`src/rtl/rr_mux_arbiter.sv`:
```
// Round-robin arbiter for a shared 4:1 tri-state mux: one-hot enables, binary select,
// burst limiting and a mandatory idle turnaround cycle between bus owners.
module rr_mux_arbiter #(
  parameter int unsigned MAX_BURST = 8,
  parameter int unsigned CNT_W     = 8
) (
  input  logic       clk,
  input  logic       rst_n,
  input  logic [3:0] req,
  output logic [3:0] gnt,
  output logic [1:0] sel,
  output logic       busy
);

  typedef enum logic {S_IDLE, S_OWN} state_e;

  localparam logic [CNT_W-1:0] MAX_CNT = CNT_W'(MAX_BURST);

  state_e           state_q, state_d;
  logic [1:0]       ptr_q, ptr_d;
  logic [1:0]       sel_q, sel_d;
  logic [3:0]       gnt_q, gnt_d;
  logic             busy_q, busy_d;
  logic [CNT_W-1:0] cnt_q, cnt_d;

  logic       found;
  logic [1:0] win;
  logic [1:0] idx;
  logic       others_req;

  // Rotating search starting at ptr; first set request wins.
  always_comb begin
    found = 1'b0;
    win   = ptr_q;
    idx   = '0;
    for (int i = 0; i < 4; i++) begin
      idx = ptr_q + 2'(i);
      if (!found && req[idx]) begin
        found = 1'b1;
        win   = idx;
      end
    end
  end

  assign others_req = |(req & ~gnt_q);

  // NOTE: every signal gets a default at the top so no path leaves one unassigned (no latches).
  always_comb begin
    state_d = state_q;
    ptr_d   = ptr_q;
    sel_d   = sel_q;
    gnt_d   = gnt_q;
    busy_d  = busy_q;
    cnt_d   = cnt_q;
    unique case (state_q)
      S_IDLE: begin
        if (found) begin
          state_d = S_OWN;
          gnt_d   = 4'b0001 << win;
          sel_d   = win;
          busy_d  = 1'b1;
          cnt_d   = CNT_W'(1);
          ptr_d   = win + 2'd1;
        end
      end
      S_OWN: begin
        if (!req[sel_q]) begin
          state_d = S_IDLE;
          gnt_d   = '0;
          busy_d  = 1'b0;
        end else if (cnt_q < MAX_CNT) begin
          cnt_d = cnt_q + CNT_W'(1);
        end else if (others_req) begin
          // Forced release; ptr already points past the owner.
          state_d = S_IDLE;
          gnt_d   = '0;
          busy_d  = 1'b0;
        end else begin
          cnt_d = CNT_W'(1);
        end
      end
      default: begin
        state_d = S_IDLE;
        gnt_d   = '0;
        busy_d  = 1'b0;
      end
    endcase
  end

  // NOTE: sequential state uses non-blocking assignments only, so all flops update together.
  always_ff @(posedge clk or negedge rst_n) begin
    if (!rst_n) begin
      state_q <= S_IDLE;
      ptr_q   <= '0;
      sel_q   <= '0;
      gnt_q   <= '0;
      busy_q  <= 1'b0;
      cnt_q   <= '0;
    end else begin
      state_q <= state_d;
      ptr_q   <= ptr_d;
      sel_q   <= sel_d;
      gnt_q   <= gnt_d;
      busy_q  <= busy_d;
      cnt_q   <= cnt_d;
    end
  end

  assign gnt  = gnt_q;
  assign sel  = sel_q;
  assign busy = busy_q;

endmodule

```
`config.mk`:
```
export PLATFORM = sky130hd
export DESIGN_NAME = rr_mux_arbiter
export DESIGN_NICKNAME = d
export VERILOG_FILES = /design/src/rtl/rr_mux_arbiter.sv
export SDC_FILE = /design/constraint.sdc
export NUM_CORES = 1
export LEC_CHECK = 0
export ABC_AREA = 1
export CORE_UTILIZATION = 54
export DETAILED_ROUTE_END_ITERATION = 10
export PLACE_DENSITY = 0.77
export SYNTH_ARGS = -nofsm -noshare
export SYNTH_HDL_FRONTEND = slang
export SYNTH_SLANG_ARGS = --single-unit
export TNS_END_PERCENT = 1
```
`constraint.sdc`:
```
create_clock -name clk -period 2.4 [get_ports clk]
set_input_delay 0.48 -clock clk [delete_from_list [all_inputs] [get_ports clk]]
set_output_delay 0.48 -clock clk [all_outputs]
set_load 0.02 [all_outputs]
```
Word level (Yosys, flattened, before mapping)
Index checks and enable logic that the tools add are counted.
Widths: inputs -> output; s select.
- flip-flop bits (word level): 18
- input port bits: 6
- output and inout bits: 7
- $add $sub $neg: 5
- multiplexer cells: 37
- equal/unequal tests: 5
- shift-type cells: 1
- bitwise logic cells: 3
- $lt $le $gt $ge: 6
- reduce and logical (&&, ||, !) cells: 10
- operator list (kind ; count):
    $mux 8 ; 4
    $mux 1 ; 17
    $mux 4 ; 4
    $pmux 8 s2 ; 1
    $lt 2x3->1 const B ; 5
    $bmux 1 s2 ; 5
    $add 8x1->8 const B ; 1
    $lt 8x4->1 const B ; 1
    $pmux 4 s2 ; 1
    $mux 2 ; 3
    $ne 3x3->1 const B ; 2
    $reduce_and 3->1 ; 2
    $add 2x1->2 const B ; 2
    $add 2x2->2 const B ; 2
    $and 4x4->4 ; 1
    $not 4->4 ; 1
    $pmux 1 s2 ; 2
    $reduce_or 4->1 ; 1
    $shl 1x2->4 const A ; 1
    $logic_and 1x1->1 ; 3
    $logic_not 1->1 ; 3
    $ne 3x2->1 const B ; 1
    $ne 2x1->1 const B ; 1
    $ne 2x2->1 const B ; 1
    2 further kinds ; 2

Longest topological paths before layout
Gate-level depths: netlist of the first run.
- depth in word-level cells: 15
- depth in mapped cells: 14
- depth with buffers taken out: 14

Least setup slack after synthesis of the first run
OpenSTA, ideal clock, no wires.
- path type: register to register
- start point: register ptr_q[0]
- end point: register ptr_q[1]
- setup slack: 0.615 ns
- path buffers: 1
- required time: 2.276 ns
- stages on the path, launching flop included: 13
- period minus slack after synthesis: 1.785 ns
- arrival: 1.662 ns
- setup time: 0.124 ns
- path through: dfrtp_1 buf_6 nand2_1 nand2_2 o21ai_2 inv_1 nor2_1 nand2_1 nand2_2 inv_1 ha_1 nand2_1 o21ai_1
- word-level cells in the longest chain between the ends: 13
- elaborated cells on any way between the ends: 26
- those cells by class: add/sub (4); mux (15); reduce/logical (7)
- ends and longest elaborated chain (what ; RTL line ; source):
    start, declared ; 20 ; logic [1:0] ptr_q, ptr_d;
    start signal, assigned ; 101 ; ptr_q <= ptr_d;
    parallel branches: the longest is 11 deep, another holds $add 2x1->2 ; -- ;
    $mux 2 (*) ; 38 ; if (!found && req[idx]) begin
    net win[0] ; 27 ; logic [1:0] win;
    $add 2x1->2 (*) ; 63 ; ptr_d = win + 2'd1;
Mark *: on every way through the listed nets, which the timed path passes. The select of a mux whose other input is x is not followed.
A chain may end at the register's enable or synchronous reset.

Worst setup path in the final report of the first run
- start point: input port req[3]
- end point: register ptr_q[1]
- word-level cells in the longest chain between the ends: 13
- elaborated cells on any way between the ends: 23
- those cells by class: add/sub (1); mux (15); reduce/logical (7)
- ends and longest elaborated chain (what ; RTL line ; source):
    start, declared ; 9 ; input logic [3:0] req,
    $bmux 1 s2 ; 38 ;
    $mux 1 (not written as such) ; 38 ;
    $mux 1 ; 38 ;
    $logic_not 1->1 ; 38 ;
    $logic_and 1x1->1 ; 38 ;
    $mux 1 ; 38 ;
    $logic_not 1->1 ; 38 ;
    $logic_and 1x1->1 ; 38 ;
    $mux 1 ; 38 ;
    $logic_not 1->1 ; 38 ;
    $logic_and 1x1->1 ; 38 ;
    $mux 2 (*) ; 38 ;
    net win[1] ; 27 ;
    $add 2x1->2 (*) ; 63 ;
Mark *: on every way through the listed nets, which the timed path passes. The rest lies on a longest branch. The select of a mux whose other input is x is not followed.

==> impl_metrics.env, run 1 <==
export IMPL_place_gp_congestion=0.8802
export IMPL_period_minus_slack_ps=2112
export IMPL_maxSlewHeadroom=0.6785
export IMPL_synthArstFlopShare=1.000
export IMPL_status="completed"
export IMPL_synth_compound_gate_area_share=0.06188
export IMPL_vdd_ir_drop_worst_mv=0.8396
export IMPL_worstMarginPinSlew_ps=478.5
export IMPL_cts_made_buffers=3
export IMPL_p_int_mw=0.9477
export IMPL_clock_sinks=18
export IMPL_grt_pass1_vias=926
export IMPL_die_area_mm2=0.002284
export IMPL_htree_levels=1
export IMPL_grt_pass1_wl_um=3933
export IMPL_wl_per_cell_um=12.05
export IMPL_pwr_share_seq=0.262
export IMPL_power_density_mw_per_mm2=1406
export IMPL_yosysMostFrequentCell="nand2_1"
export IMPL_dr_pass1_iters=4
export IMPL_synth_common_cells="nand2_1, dfrtp_1, inv_1, nand3_1, nor2_1"
export IMPL_core_mm2=0.001962
export IMPL_initial_utilization=0.5772
export IMPL_p_leak_nw=0.7342
export IMPL_ys_ff_latch=18
export IMPL_drv_slew=0
export IMPL_power_switching_share=0.5004
export IMPL_cts_tree="done"
export IMPL_yosysTopAreaCellShare=0.3978
export IMPL_cts_root_buf="clkbuf_4"
export IMPL_grt_overflow=0
export IMPL_portBuffers=12
export IMPL_ys_warn_count=0
export IMPL_syn_area_mm2=0.001132
export IMPL_hold_viol=0
export IMPL_max_stage_delay_ps=480
export IMPL_synthMuxAreaShare=0
export IMPL_synth_fa_ha_area_frac=0.05525
export IMPL_die_h_um=47.79
export IMPL_multi_input_area_um2=604.3
export IMPL_synth_edf_count=0
export IMPL_cap_violations=0
export IMPL_tns_ps=0
export IMPL_cp_startpoint="req[3]"
export IMPL_synth_top_family_by_area="simple AND/OR/NAND/NOR gates"
export IMPL_hold_buffers=0
export IMPL_syn_num_nets=169
export IMPL_worstPathArrival_ps=2300
export IMPL_gr_usage_all_layers=0.2432
export IMPL_worst_path_dominant_cell_family="simple AND/OR/NAND/NOR gates"
export IMPL_rsz0062_at_grt="no"
export IMPL_crit_buf_inv=3
export IMPL_postLayoutCoreUtil=0.6875
export IMPL_drc_errors=0
export IMPL_dpl_instance_area_mm2=0.001313
export IMPL_drtAntennaViolNets=0
export IMPL_period_share=0.8798
export IMPL_place_ws_ps=3.728
export IMPL_syn_instance_count=158
export IMPL_postCtsSetupBuffers=0
export IMPL_startpoint_type="input pin"
export IMPL_final_fill_count=184
export IMPL_n_antenna_cell=0
export IMPL_clk_latency_ps=290
export IMPL_power_total_mw=1.897
export IMPL_post_cts_resized=0
export IMPL_die_w_um=47.79
export IMPL_required_ps=2590
export IMPL_synth_xor_xnor_area_share=0.007735
export IMPL_fin_skew_ps=6.123
export IMPL_synth_cell_types=23
export IMPL_place_hpwl_um=1936
export IMPL_ys_flop_type="dfrtp_1"
export IMPL_path_cells="clkdlybuf4s50_1 > nand2_1 > nand2_1 > nand2_1 > nand2_1 > inv_1 > nand3_4 > nor2_1 > nand2_1 > nand2_1 > inv_1 > ha_1 > nand2_1 > o21ai_1"
export IMPL_stdcell_area_mm2=0.001349
export IMPL_p_sw_mw=0.9492
export IMPL_grt_start_max_net_pins=19
export IMPL_clkTransAtPathRegs_ps=110
export IMPL_cts_max_path_buffers=2
export IMPL_vias_per_cell=5.137
export IMPL_hold_class="in -> async"
export IMPL_fin_nets=190
export IMPL_yosys_area_share_simple=0.4088
export IMPL_reg2reg_from="ptr_q[0]$_DFFE_PN0P_"
export IMPL_comb_power_share=0.640
export IMPL_cpMaxStageDelayCell="clkdlybuf4s50_1"
export IMPL_setup_violations=0
export IMPL_synth_seq_area_share=0.3978
export IMPL_rows=16
export IMPL_syn2layout_area_growth_pct=19.12
export IMPL_cp_max_fo=4
export IMPL_seq_area_um2=450.4
export IMPL_end_kind="flip-flop"
export IMPL_ios=13
export IMPL_drive_gt1_frac=0.1180
export IMPL_dr_first_iter_drc_count=14
export IMPL_syn_area_per_cell_um2=7.167
export IMPL_setup_ws_ps=288.4
export IMPL_synthTopCellsByArea="dfrtp_1, nand2_1, nand3_1"
export IMPL_fmax_ghz=0.4736
export IMPL_power_share_clock=0.099
export IMPL_vias=1053
export IMPL_antenna_found_initial=0
export IMPL_cpMostUsedCell="nand2_1"
export IMPL_synth_top_area_cell="dfrtp_1"
export IMPL_critPathKind="in -> reg"
export IMPL_wl_um=2470
[layout by cell type (no fill, tap or decap)]
master | synthesis | routed
xor2_1 | 1 | 1
nand3_4 | 1 | 1
nand3_1 | 14 | 14
nand2_4 | 2 | 2
o21ai_4 | 1 | 1
nand2_1 | 72 | 72
nor3_1 | 1 | 1
clkbuf_8 | 0 | 1
a21oi_1 | 1 | 1
nand2_2 | 3 | 3
o21ai_1 | 2 | 2
o22ai_1 | 2 | 2
ha_1 | 5 | 5
clkdlybuf4s50_1 | 0 | 12
o21ai_2 | 1 | 1
inv_2 | 1 | 1
nor2_2 | 2 | 2
o211ai_1 | 1 | 1
o21ai_0 | 2 | 2
nor2_1 | 9 | 9
inv_1 | 15 | 15
buf_4 | 0 | 5
clkbuf_4 | 0 | 3
dfrtp_1 | 18 | 18
nand4_1 | 2 | 2
inv_4 | 1 | 1
[routing by layer]
metal,share of wire,up-vias,wire [µm],track usage
li1,-,538,-,-
met3,0.028,2,68,0.03396
met5,0,-,0,0
met1,0.45,497,1113,0.2991
met4,0.0036,0,9,0.05000
met2,0.52,16,1278,0.4486
[final cells by class]
cell class,count,share of cell area
Multi-Input combinational cell,122,0.4481
Sequential cell,18,0.3340
Timing Repair Buffer,17,0.1169
Inverter,17,0.04917
Clock buffer,4,0.02690
Tap cell,27,0.02505
[flip-flops by register name, indices dropped and copies added (netlist names)]
signal / flops
ptr_q: 2
busy: 1
gnt: 4
sel: 2
state_q: 1
cnt_q: 8
[stage by stage]
step | hold slack, ps | instances
floorplan | 184.4 | 158
global placement | 459.2 | 201
detailed placement | 475.6 | 201
CTS | 505.0 | 205
global route | 521.8 | 205
finish | 498.7 | 205
[kinds of logic after synthesis]
kind of cell / Yosys count
adder cells (fa/ha/maj): 5
AO/OA/AOI/OAI: 10
buffers and inverters: 18
flip-flops: 18
AND/OR/NAND/NOR: 106
XOR/XNOR: 1
[power by group through the flow]
stage	combinational, mW	sequential (mW)	clock [mW]
6_report	1.21	0.497	0.187
5_1_grt	1.38	0.509	0.203
4_1_cts	1.22	0.497	0.187
3_5_place_dp	1.21	0.502	0
3_3_place_gp	1.17	0.499	0
2_1_floorplan	0.828	0.519	0
[path summary, 6_finish.rpt]
| kind | slack [ps] | endpoint | cells after the start |
|---|---|---|---|
| worst max-delay path | 290 | ptr_q[1]$_DFFE_PN0P_ | 14 |
| worst min-delay path | 500 | gnt[0]$_DFFE_PN0P_ | 2 |
| worst max register to register | 330 | ptr_q[1]$_DFFE_PN0P_ | 14 |
| worst min register to register | 500 | busy$_DFFE_PN0P_ | 2 |
| max in group asynchronous | 1700 | sel[0]$_DFFE_PN0P_ | 2 |
| min in group clk | 500 | busy$_DFFE_PN0P_ | 2 |
No activity file was read; power rests on OpenSTA's default activity.
==> run 2: changes to the inputs <==
--- a/config.mk
+++ b/config.mk
@@ -9,6 +9,7 @@
 export CORE_UTILIZATION = 54
 export DETAILED_ROUTE_END_ITERATION = 10
 export PLACE_DENSITY = 0.77
+export SKIP_LAST_GASP = 1
 export SYNTH_ARGS = -nofsm -noshare
 export SYNTH_HDL_FRONTEND = slang
 export SYNTH_SLANG_ARGS = --single-unit
==> results of run 2 <==
No change in the layout: final DEF, timing and power equal those of run 1.
